===== config.mk =====
export PLATFORM = sky130hd
export DESIGN_NAME = fifo_buffer
export DESIGN_NICKNAME = d
export VERILOG_FILES = /design/src/rtl/fifo_buffer_pkg.sv /design/src/rtl/fifo_regfile.sv /design/src/rtl/fifo_buffer.sv
export SDC_FILE = /design/constraint.sdc
export NUM_CORES = 1
export LEC_CHECK = 0
export BUFFER_PORTS_ARGS = -buffer_cell sky130_fd_sc_hd__buf_2
export CORE_ASPECT_RATIO = 1.25
export CORE_MARGIN = 4
export CORE_UTILIZATION = 42
export CTS_BUF_LIST = sky130_fd_sc_hd__clkbuf_4
export DETAILED_ROUTE_END_ITERATION = 7
export HOLD_SLACK_MARGIN = 0.1
export MAX_ROUTING_LAYER = met4
export PLACE_DENSITY = 0.61
export SLEW_MARGIN = 20
export SYNTH_ARGS = -nofsm -noshare
export SYNTH_HDL_FRONTEND = slang
export SYNTH_SLANG_ARGS = --single-unit

===== constraint.sdc =====
create_clock -name i_clk -period 3.1 [get_ports i_clk]
set_input_delay 0 -clock i_clk [delete_from_list [all_inputs] [get_ports i_clk]]
set_output_delay 0 -clock i_clk [all_outputs]
set_load 0.01 [all_outputs]

===== src/rtl/fifo_buffer_pkg.sv =====
// Shared project defaults for FIFO sizing plus the request-decode helper
// used by the FIFO control logic.
package fifo_buffer_pkg;

  localparam int unsigned DEF_NB_FIFO_DATA = 8;
  localparam int unsigned DEF_NB_FIFO_ADDR = 4;

  typedef enum logic [1:0] {
    FIFO_OP_IDLE = 2'b00,
    FIFO_OP_PUSH = 2'b01,
    FIFO_OP_POP  = 2'b10,
    FIFO_OP_BOTH = 2'b11
  } fifo_op_e;

  // Folds the already-qualified push/pop permissions into a single operation code.
  function automatic fifo_op_e fifo_decode_op(input logic i_push, input logic i_pop);
    fifo_op_e v_op;
    case ({i_pop, i_push})
      2'b00:   v_op = FIFO_OP_IDLE;
      2'b01:   v_op = FIFO_OP_PUSH;
      2'b10:   v_op = FIFO_OP_POP;
      2'b11:   v_op = FIFO_OP_BOTH;
      default: v_op = FIFO_OP_IDLE;
    endcase
    return v_op;
  endfunction

endpackage


===== src/rtl/fifo_regfile.sv =====
// FIFO storage array: synchronous write port, asynchronous read port.
// Contents are deliberately not reset.
module fifo_regfile
  import fifo_buffer_pkg::*;
#(
  parameter int unsigned NB_DATA = DEF_NB_FIFO_DATA,
  parameter int unsigned NB_ADDR = DEF_NB_FIFO_ADDR
) (
  input  logic               i_clk,
  input  logic               i_we,
  input  logic [NB_ADDR-1:0] i_waddr,
  input  logic [NB_DATA-1:0] i_wdata,
  input  logic [NB_ADDR-1:0] i_raddr,
  output logic [NB_DATA-1:0] o_rdata
);

  localparam int unsigned DEPTH = 2 ** NB_ADDR;

  logic [NB_DATA-1:0] r_mem [DEPTH];

  // Write port
  always_ff @(posedge i_clk) begin
    if (i_we) begin
      r_mem[i_waddr] <= i_wdata;
    end
  end

  assign o_rdata = r_mem[i_raddr];

endmodule


===== src/rtl/fifo_buffer.sv =====
// First-word-fall-through FIFO: pointer, occupancy and sticky error-flag
// control around a fifo_regfile storage array.
module fifo_buffer
  import fifo_buffer_pkg::*;
#(
  parameter int unsigned NB_FIFO_DATA = DEF_NB_FIFO_DATA,
  parameter int unsigned NB_FIFO_ADDR = DEF_NB_FIFO_ADDR
) (
  input  logic                    i_clk,
  input  logic                    i_reset,
  input  logic                    i_fifo_WR,
  input  logic [NB_FIFO_DATA-1:0] i_fifo_WRDATA,
  input  logic                    i_fifo_RD,
  output logic [NB_FIFO_DATA-1:0] o_fifo_RDDATA,
  output logic                    o_fifo_EMPTY,
  output logic                    o_fifo_FULL,
  output logic [NB_FIFO_ADDR:0]   o_fifo_COUNT,
  output logic                    o_fifo_OVERFLOW,
  output logic                    o_fifo_UNDERFLOW
);

  localparam logic [NB_FIFO_ADDR-1:0] PTR_ONE   = {{(NB_FIFO_ADDR-1){1'b0}}, 1'b1};
  localparam logic [NB_FIFO_ADDR:0]   CNT_ONE   = {{NB_FIFO_ADDR{1'b0}}, 1'b1};
  localparam logic [NB_FIFO_ADDR:0]   CNT_ZERO  = {(NB_FIFO_ADDR+1){1'b0}};
  localparam logic [NB_FIFO_ADDR:0]   CNT_DEPTH = {1'b1, {NB_FIFO_ADDR{1'b0}}};

  logic [NB_FIFO_ADDR-1:0] r_wptr;
  logic [NB_FIFO_ADDR-1:0] r_rptr;
  logic [NB_FIFO_ADDR:0]   r_count;
  logic                    r_empty;
  logic                    r_full;
  logic                    r_overflow;
  logic                    r_underflow;

  logic                    w_push;
  logic                    w_pop;
  fifo_op_e                w_op;
  logic [NB_FIFO_ADDR-1:0] w_wptr_nxt;
  logic [NB_FIFO_ADDR-1:0] w_rptr_nxt;
  logic [NB_FIFO_ADDR:0]   w_count_nxt;
  logic                    w_overflow_nxt;
  logic                    w_underflow_nxt;

  // A pop frees a slot in the same edge, so a write while full is legal when paired with a read.
  assign w_push = i_fifo_WR & (~r_full | i_fifo_RD);
  assign w_pop  = i_fifo_RD & ~r_empty;
  assign w_op   = fifo_decode_op(w_push, w_pop);

  // Next pointer, occupancy and sticky flag values
  always_comb begin
    w_wptr_nxt      = r_wptr;
    w_rptr_nxt      = r_rptr;
    w_count_nxt     = r_count;
    w_overflow_nxt  = r_overflow | (i_fifo_WR & r_full & ~i_fifo_RD);
    w_underflow_nxt = r_underflow | (i_fifo_RD & r_empty);
    case (w_op)
      FIFO_OP_PUSH: begin
        w_wptr_nxt  = r_wptr + PTR_ONE;
        w_count_nxt = r_count + CNT_ONE;
      end
      FIFO_OP_POP: begin
        w_rptr_nxt  = r_rptr + PTR_ONE;
        w_count_nxt = r_count - CNT_ONE;
      end
      FIFO_OP_BOTH: begin
        w_wptr_nxt  = r_wptr + PTR_ONE;
        w_rptr_nxt  = r_rptr + PTR_ONE;
      end
      default: begin
        w_count_nxt = r_count;
      end
    endcase
  end

  // Control state register with synchronous active-low reset
  always_ff @(posedge i_clk) begin
    if (!i_reset) begin
      r_wptr      <= {NB_FIFO_ADDR{1'b0}};
      r_rptr      <= {NB_FIFO_ADDR{1'b0}};
      r_count     <= CNT_ZERO;
      r_empty     <= 1'b1;
      r_full      <= 1'b0;
      r_overflow  <= 1'b0;
      r_underflow <= 1'b0;
    end else begin
      r_wptr      <= w_wptr_nxt;
      r_rptr      <= w_rptr_nxt;
      r_count     <= w_count_nxt;
      r_empty     <= (w_count_nxt == CNT_ZERO);
      r_full      <= (w_count_nxt == CNT_DEPTH);
      r_overflow  <= w_overflow_nxt;
      r_underflow <= w_underflow_nxt;
    end
  end

  // Writes during reset are gated so a discarded request cannot touch storage.
  fifo_regfile #(
    .NB_DATA (NB_FIFO_DATA),
    .NB_ADDR (NB_FIFO_ADDR)
  ) u_regfile (
    .i_clk   (i_clk),
    .i_we    (w_push & i_reset),
    .i_waddr (r_wptr),
    .i_wdata (i_fifo_WRDATA),
    .i_raddr (r_rptr),
    .o_rdata (o_fifo_RDDATA)
  );

  assign o_fifo_EMPTY     = r_empty;
  assign o_fifo_FULL      = r_full;
  assign o_fifo_COUNT     = r_count;
  assign o_fifo_OVERFLOW  = r_overflow;
  assign o_fifo_UNDERFLOW = r_underflow;

endmodule


# ---- Word-level counts from Yosys, hierarchy flattened
# Memories as Yosys holds them, arrays and structs flattened. A register that Yosys moved wholly into a read port is not among the register bits.
# Index checks and enable logic that the tools add are counted.
dict set report op_classes {
  reduce_logical 4
  muxes 6
  n_eq_ne 7
  bitwise_logic 12
  add_sub_neg 4
}
# cell count
set ops {}
lappend ops {{$pmux 5 s2} 1}
lappend ops {{$add 4x1->4 const B} 2}
lappend ops {{$eq 2x2->1 const B} 4}
lappend ops {{$mux 4} 2}
lappend ops {{$pmux 2 s4} 1}
lappend ops {{$and 1x1->1} 6}
lappend ops {{$add 5x1->5 const B} 1}
lappend ops {{$eq 5x5->1 const B} 1}
lappend ops {{$logic_not 5->1} 1}
lappend ops {{$sub 5x1->5 const B} 1}
lappend ops {{$eq 2x1->1 const B} 2}
lappend ops {{$reduce_or 2->1} 2}
lappend ops {{$not 1->1} 3}
lappend ops {{$or 1x1->1} 3}
lappend ops {{$logic_not 2->1} 1}
lappend ops {{$mux 1} 2}
dict set report totals {
  mem_bits_rw 128
  memories 1
  out_inout_bits 17
  regBits 17
  in_bits 12
  word_cells 41
}
# name words word_bits read_ports rd_clocked_by_memory_dff write_ports line_no
set mem_list {}
lappend mem_list {u_regfile.r_mem 16 8 1 1 1 fifo_regfile.sv:19} ;# logic [NB_DATA-1:0] r_mem [DEPTH];

# ---- Depth between registers and ports, before layout
dict set report depth {
  depth_word 9
  ltp_mapped 12
  depth_no_buf 11
}

# ---- Modules after synthesis
# A second synthesis with hierarchy kept.
dict set report unflattened {
  cells_unflattened 313
  area_unflattened_um2 5819.3
}
# mod cells_each seq_area_each_um2 n_inst area_each_um2
set modules_own_cells {}
lappend modules_own_cells {fifo_regfile 221 3843.7 1 4987.3}
lappend modules_own_cells {fifo_buffer 92 340.3 1 832.0}

# ---- Worst setup path before layout
# Ideal clock, no wire load.
dict set report synth_timing {
  kind {reg-to-reg}
  startpoint {register r_full, in the netlist o_fifo_FULL}
  endpoint {register r_full, in the netlist o_fifo_FULL}
  setup_slack_ns 0.603
  synth_period_minus_slack_ns 2.497
  required_ns 3.004
  stages_incl_launch_ff 12
  t_arrival_ns 2.401
  n_path_buf 1
  setup_time_ns 0.096
  path_cell_list {dfxtp_1 > a21boi_1 > inv_1 > ha_1 > buf_2 > xor2_1 > ha_1 > a21oi_1 > mux2i_1 > xor2_1 > nand2_1 > nor4b_1}
}
dict set report synth_between {
  elab_chain_len 8
  word_cells_on_any_way 12
  classes_between {6 x eq/ne; 2 x mux; 3 x bitwise; 1 x reduce/logical}
}
# element line_no
set synth_lines {}
lappend synth_lines {{start, declared} fifo_buffer.sv:31} ;# logic r_full;
lappend synth_lines {{start signal, assigned} fifo_buffer.sv:90} ;# r_full <= (w_count_nxt == CNT_DEPTH);
lappend synth_lines {{$not 1->1 *} fifo_buffer.sv:45} ;# assign w_push = i_fifo_WR & (~r_full | i_fifo_RD);
lappend synth_lines {{$or 1x1->1 *} fifo_buffer.sv:45}
lappend synth_lines {{$and 1x1->1 *} fifo_buffer.sv:45}
lappend synth_lines {{$eq 2x2->1 (tied with other cells)} fifo_buffer_pkg.sv:18} ;# case ({i_pop, i_push})
lappend synth_lines {{$pmux 2 s4 *} fifo_buffer_pkg.sv:18}
lappend synth_lines {{$eq 2x2->1 or $eq 2x1->1 (tied branches)} fifo_buffer.sv:56} ;# case (w_op)
lappend synth_lines {{$pmux 5 s2 *} fifo_buffer.sv:56}
lappend synth_lines {{$eq 5x5->1 *} fifo_buffer.sv:90}
# Every way passes the cells marked *; elsewhere a longest branch is shown, timed or not.
# A chain may end at the register's enable or synchronous reset.

==> impl_table.tex <==
\begin{tabular}{lr}
\hline
Metric & Value \\
\hline
\multicolumn{2}{l}{\textbf{Layout}} \\
Final cell utilization of the core & 48.35\% \\
Multi-input gate area in the final layout & 1618 um2 \\
Layout cell share with drive strength beyond 1 & 21.53\% \\
Leading cell type in the layout, fill and taps excluded & edfxtp\_1 \\
Highest-count cells in the layout ignoring fill and taps & edfxtp\_1 (128), buf\_2 (28), mux4\_1 (24) \\
Number of non-filler instances in the completed layout & 542 \\
Antenna diode instance count & 0 \\
Sequential cell area & 4265 um2 \\
Layout fillers & 1,168 \\
Final net count & 375 \\
Non-Filler Cell Area, Final & 6736 um2 \\
Area growth, synth to finish & 12.10\% \\
\multicolumn{2}{l}{\textbf{Routing}} \\
Count of TritonRoute iterations in the first routing pass & 4 \\
Via/cell ratio & 5.351 \\
Total Wirelength & 11,360 um \\
Post-detailed-route wirelength per cell & 20.96 um \\
Amount of wire on met3 after detailed routing & 498 um \\
Routed length on met1 & 4819 um \\
Amount of wire on met2 after detailed routing & 5907 um \\
Violation count after the first detailed-route iteration & 240 \\
Residual antenna-violating net count after detailed routing & 0 \\
DR top layer & met4 \\
Via count & 2,900 \\
DR DRC count & 0 \\
\multicolumn{2}{l}{\textbf{Worst setup path}} \\
CP bufs+invs & 2 \\
List of cells traversed by the critical path & buf\_4, mux4\_1, mux4\_2, buf\_2 \\
Critical-path cell with the highest stage delay & dfxtp\_2 \\
Critical path fanouts, max & 13 \\
Worst setup path category & register to output port \\
Number of cells on the critical path & 4 \\
Arrival time of the worst setup path & 2.71 ns \\
Category of the worst setup path launch point & register \\
Required time at the endpoint of the critical path & 3.10 ns \\
Kind of capture point of the worst setup path & output port \\
Reg-to-Reg Start & o\_fifo\_EMPTY\$\_SDFF\_PN1\_ \\
Internal reg-to-reg setup slack & 0.55 ns \\
Worst reg2reg endpoint & o\_fifo\_FULL\$\_SDFF\_PN0\_ \\
Critical path destination & o\_fifo\_RDDATA[7] \\
Stage delay of the slowest cell on the critical path & 0.61 ns \\
Count of cells along the worst register-to-register path & 9 \\
Kind of cell with the highest combined delay on the critical path & multiplexers \\
\multicolumn{2}{l}{\textbf{GRT}} \\
First-pass GRT wire length & 17,480 um \\
Overall overflow remaining after global route & 0 \\
Pin count of the biggest net entering global routing & 33 \\
Overall fraction of global-route tracks in use & 15.39\% \\
Initial antenna violation count & 0 \\
Via count of the first global-routing pass & 2,989 \\
\multicolumn{2}{l}{\textbf{STA}} \\
Number of failing hold endpoints at the final stage & 0 \\
Endpoints failing setup & 0 \\
Max-Slew Margin vs Limit & 55.34\% \\
Setup\_tns & 0 ns \\
Setup repair after global routing missed its margin & no \\
Final critical-path share of the clock period & 87.43\% \\
Final worst path period need & 2.710 ns \\
Fmax & 368.9 MHz \\
Maximum clock skew at final layout & 0.02063 ns \\
Max-slew violation total from the final report & 0 \\
Slew at the pin with the worst max-slew slack & 0.6690 ns \\
Worst path setup slack after routing & 0.3896 ns \\
\multicolumn{2}{l}{\textbf{Synth}} \\
Leading register cell type out of synthesis & edfxtp\_1 \\
Synthesized area per cell & 19.70 um2 \\
Proportion of register bits with asynchronous set or reset after synthesis & 0\% \\
Total nets after synthesis & 325 \\
Unique cell type count in the Yosys netlist & 39 \\
Mapped cell area & 6010 um2 \\
Yosys warning total & 0 \\
Sequential cell area fraction in the yosys report & 70.96\% \\
Number of enable-type register cells in the synthesized netlist & 128 \\
Number of instances in the synthesized netlist & 305 \\
Seq cells post-synth & 149 \\
\multicolumn{2}{l}{\textbf{Place}} \\
Total of buffers placed on input and output ports & 28 \\
Post-DP HPWL & 7016 um \\
Setup slack at placement & 0.6010 ns \\
Final GP Congestion & 0.7950 \\
Post-placement cell count & 500 \\
Cell Area, Placed & 6310 um2 \\
\multicolumn{2}{l}{\textbf{Status}} \\
Status & finished clean \\
\multicolumn{2}{l}{\textbf{Run}} \\
Number of maximum-capacitance violations & 0 \\
\multicolumn{2}{l}{\textbf{CTS}} \\
Clock sinks & 149 \\
Number of resized instances in the post-cts repair step & 0 \\
Number of clock buffers inserted by TritonCTS & 17 \\
Clock transition at the register clock pins on the worst setup and hold paths after CTS & 0.12 ns \\
H-tree depth & 4 \\
Insertion delay to the later sink of the worst-skew pair & 0.53 ns \\
Maximum buffer depth of the clock tree & 2 \\
Total setup buffers inserted after CTS & 0 \\
CTS tree & yes \\
CTS hold repair buffers & 11 \\
Clock Tree Root & clkbuf\_4 \\
\multicolumn{2}{l}{\textbf{Floorplanning}} \\
Num ports & 29 \\
Die Ht & 141.7 um \\
Initial core utilization & 43.13\% \\
Row cnt & 48 \\
Overall die width & 115.0 um \\
CORE AREA & 13,930 um2 \\
Die footprint & 16,300 um2 \\
\multicolumn{2}{l}{\textbf{Pwr}} \\
Worst vdd ir & 0.0002943 V \\
PwrDens & 597.8 nW/um2 \\
Leakage power & 0.002254 uW \\
\multicolumn{2}{l}{\textbf{Worst hold path}} \\
Worst hold path type & input pin to register \\
Worst hold stages & 4 \\
\hline
\end{tabular}
per-layer routing:
| layer | vias to the layer above | GRT usage [%] |
|---|---|---|
| li1 | 1339 | - |
| met1 | 1474 | 19.97 |
| met2 | 75 | 24.54 |
| met3 | 12 | 3.754 |
| met4 | 0 | 3.894 |
| met5 | - | - |
area by class of cell:
type | instances | area share [%]
clock buffer | 18 | 2.006
multi-input combinational | 135 | 24.02
inverter | 8 | 0.4458
clock inverter | 13 | 2.693
tap | 175 | 3.250
timing repair buffer | 44 | 4.272
sequential | 149 | 63.32
synthesized netlist by cell type, drive strengths merged (3+ instances only):
master	number	area, um2
inv	7	26.28
dfxtp	21	420.4
xnor2	5	43.79
and2	17	106.4
mux2i	3	30.03
mux4	40	991.0
nor2	22	82.58
o21ai	5	25.02
buf	11	90.09
edfxtp	128	3844
a21oi	3	15.01
ha	8	100.1
nand2	3	11.26
nor2b	3	18.77
xor2	5	43.79
how the worst min path moves through the flow:
stage	endpoint	from
final	o_fifo_UNDERFLOW$_SDFF_PN0_	i_fifo_RD
after global routing	o_fifo_UNDERFLOW$_SDFF_PN0_	i_fifo_RD
after CTS	o_fifo_UNDERFLOW$_SDFF_PN0_	i_fifo_RD
after detailed placement	o_fifo_UNDERFLOW$_SDFF_PN0_	i_fifo_RD
after global placement	o_fifo_EMPTY$_SDFF_PN1_	i_reset
after floorplan	o_fifo_EMPTY$_SDFF_PN1_	i_reset
metrics by stage:
| step | total power, uW | hold slack [ns] |
|---|---|---|
| final | 4027 | 0.2610 |
| after global routing | 4225 | 0.2395 |
| after CTS | 4073 | 0.2275 |
| after detailed placement | 2759 | 0.2644 |
| after global placement | 2749 | 0.2501 |
| after floorplan | 2638 | 0.07108 |
worst register-to-register path, delay by kind of cell, from the launching register on:
kind | cells | cell delay (ns)
compound gates | 2 | 0.46
fa+ha+maj | 2 | 0.62
simple gates | 3 | 0.67
xor+xnor | 2 | 0.36
flops | 1 | 0.35
cell families after synthesis:
logic type               synth area share [%]
multiplexers                            16.99
adder cells (fa/ha/maj)                 1.666
buffers and inverters                   2.124
AO/OA/AOI/OAI                           1.936
AND/OR/NAND/NOR                         4.872
flip-flops                              70.96
XOR/XNOR                                1.457
state kept, by name, summed over array words and instances (netlist names), named ones only:
name              cells
u_regfile.r_mem     128
o_fifo_FULL           1
r_wptr                4
o_fifo_EMPTY          1
o_fifo_OVERFLOW       1
o_fifo_UNDERFLOW      1
o_fifo_COUNT          5
r_rptr                4
power by group:
| group | total [uW] | internal [uW] | switching, uW |
|---|---|---|---|
| combinational | 449 | 231 | 218 |
| sequential | 2270 | 2210 | 51.2 |
| clock | 1310 | 644 | 669 |
| total | 4030 | 3090 | 938 |
Note: power is estimated with default switching activity, not from simulation.
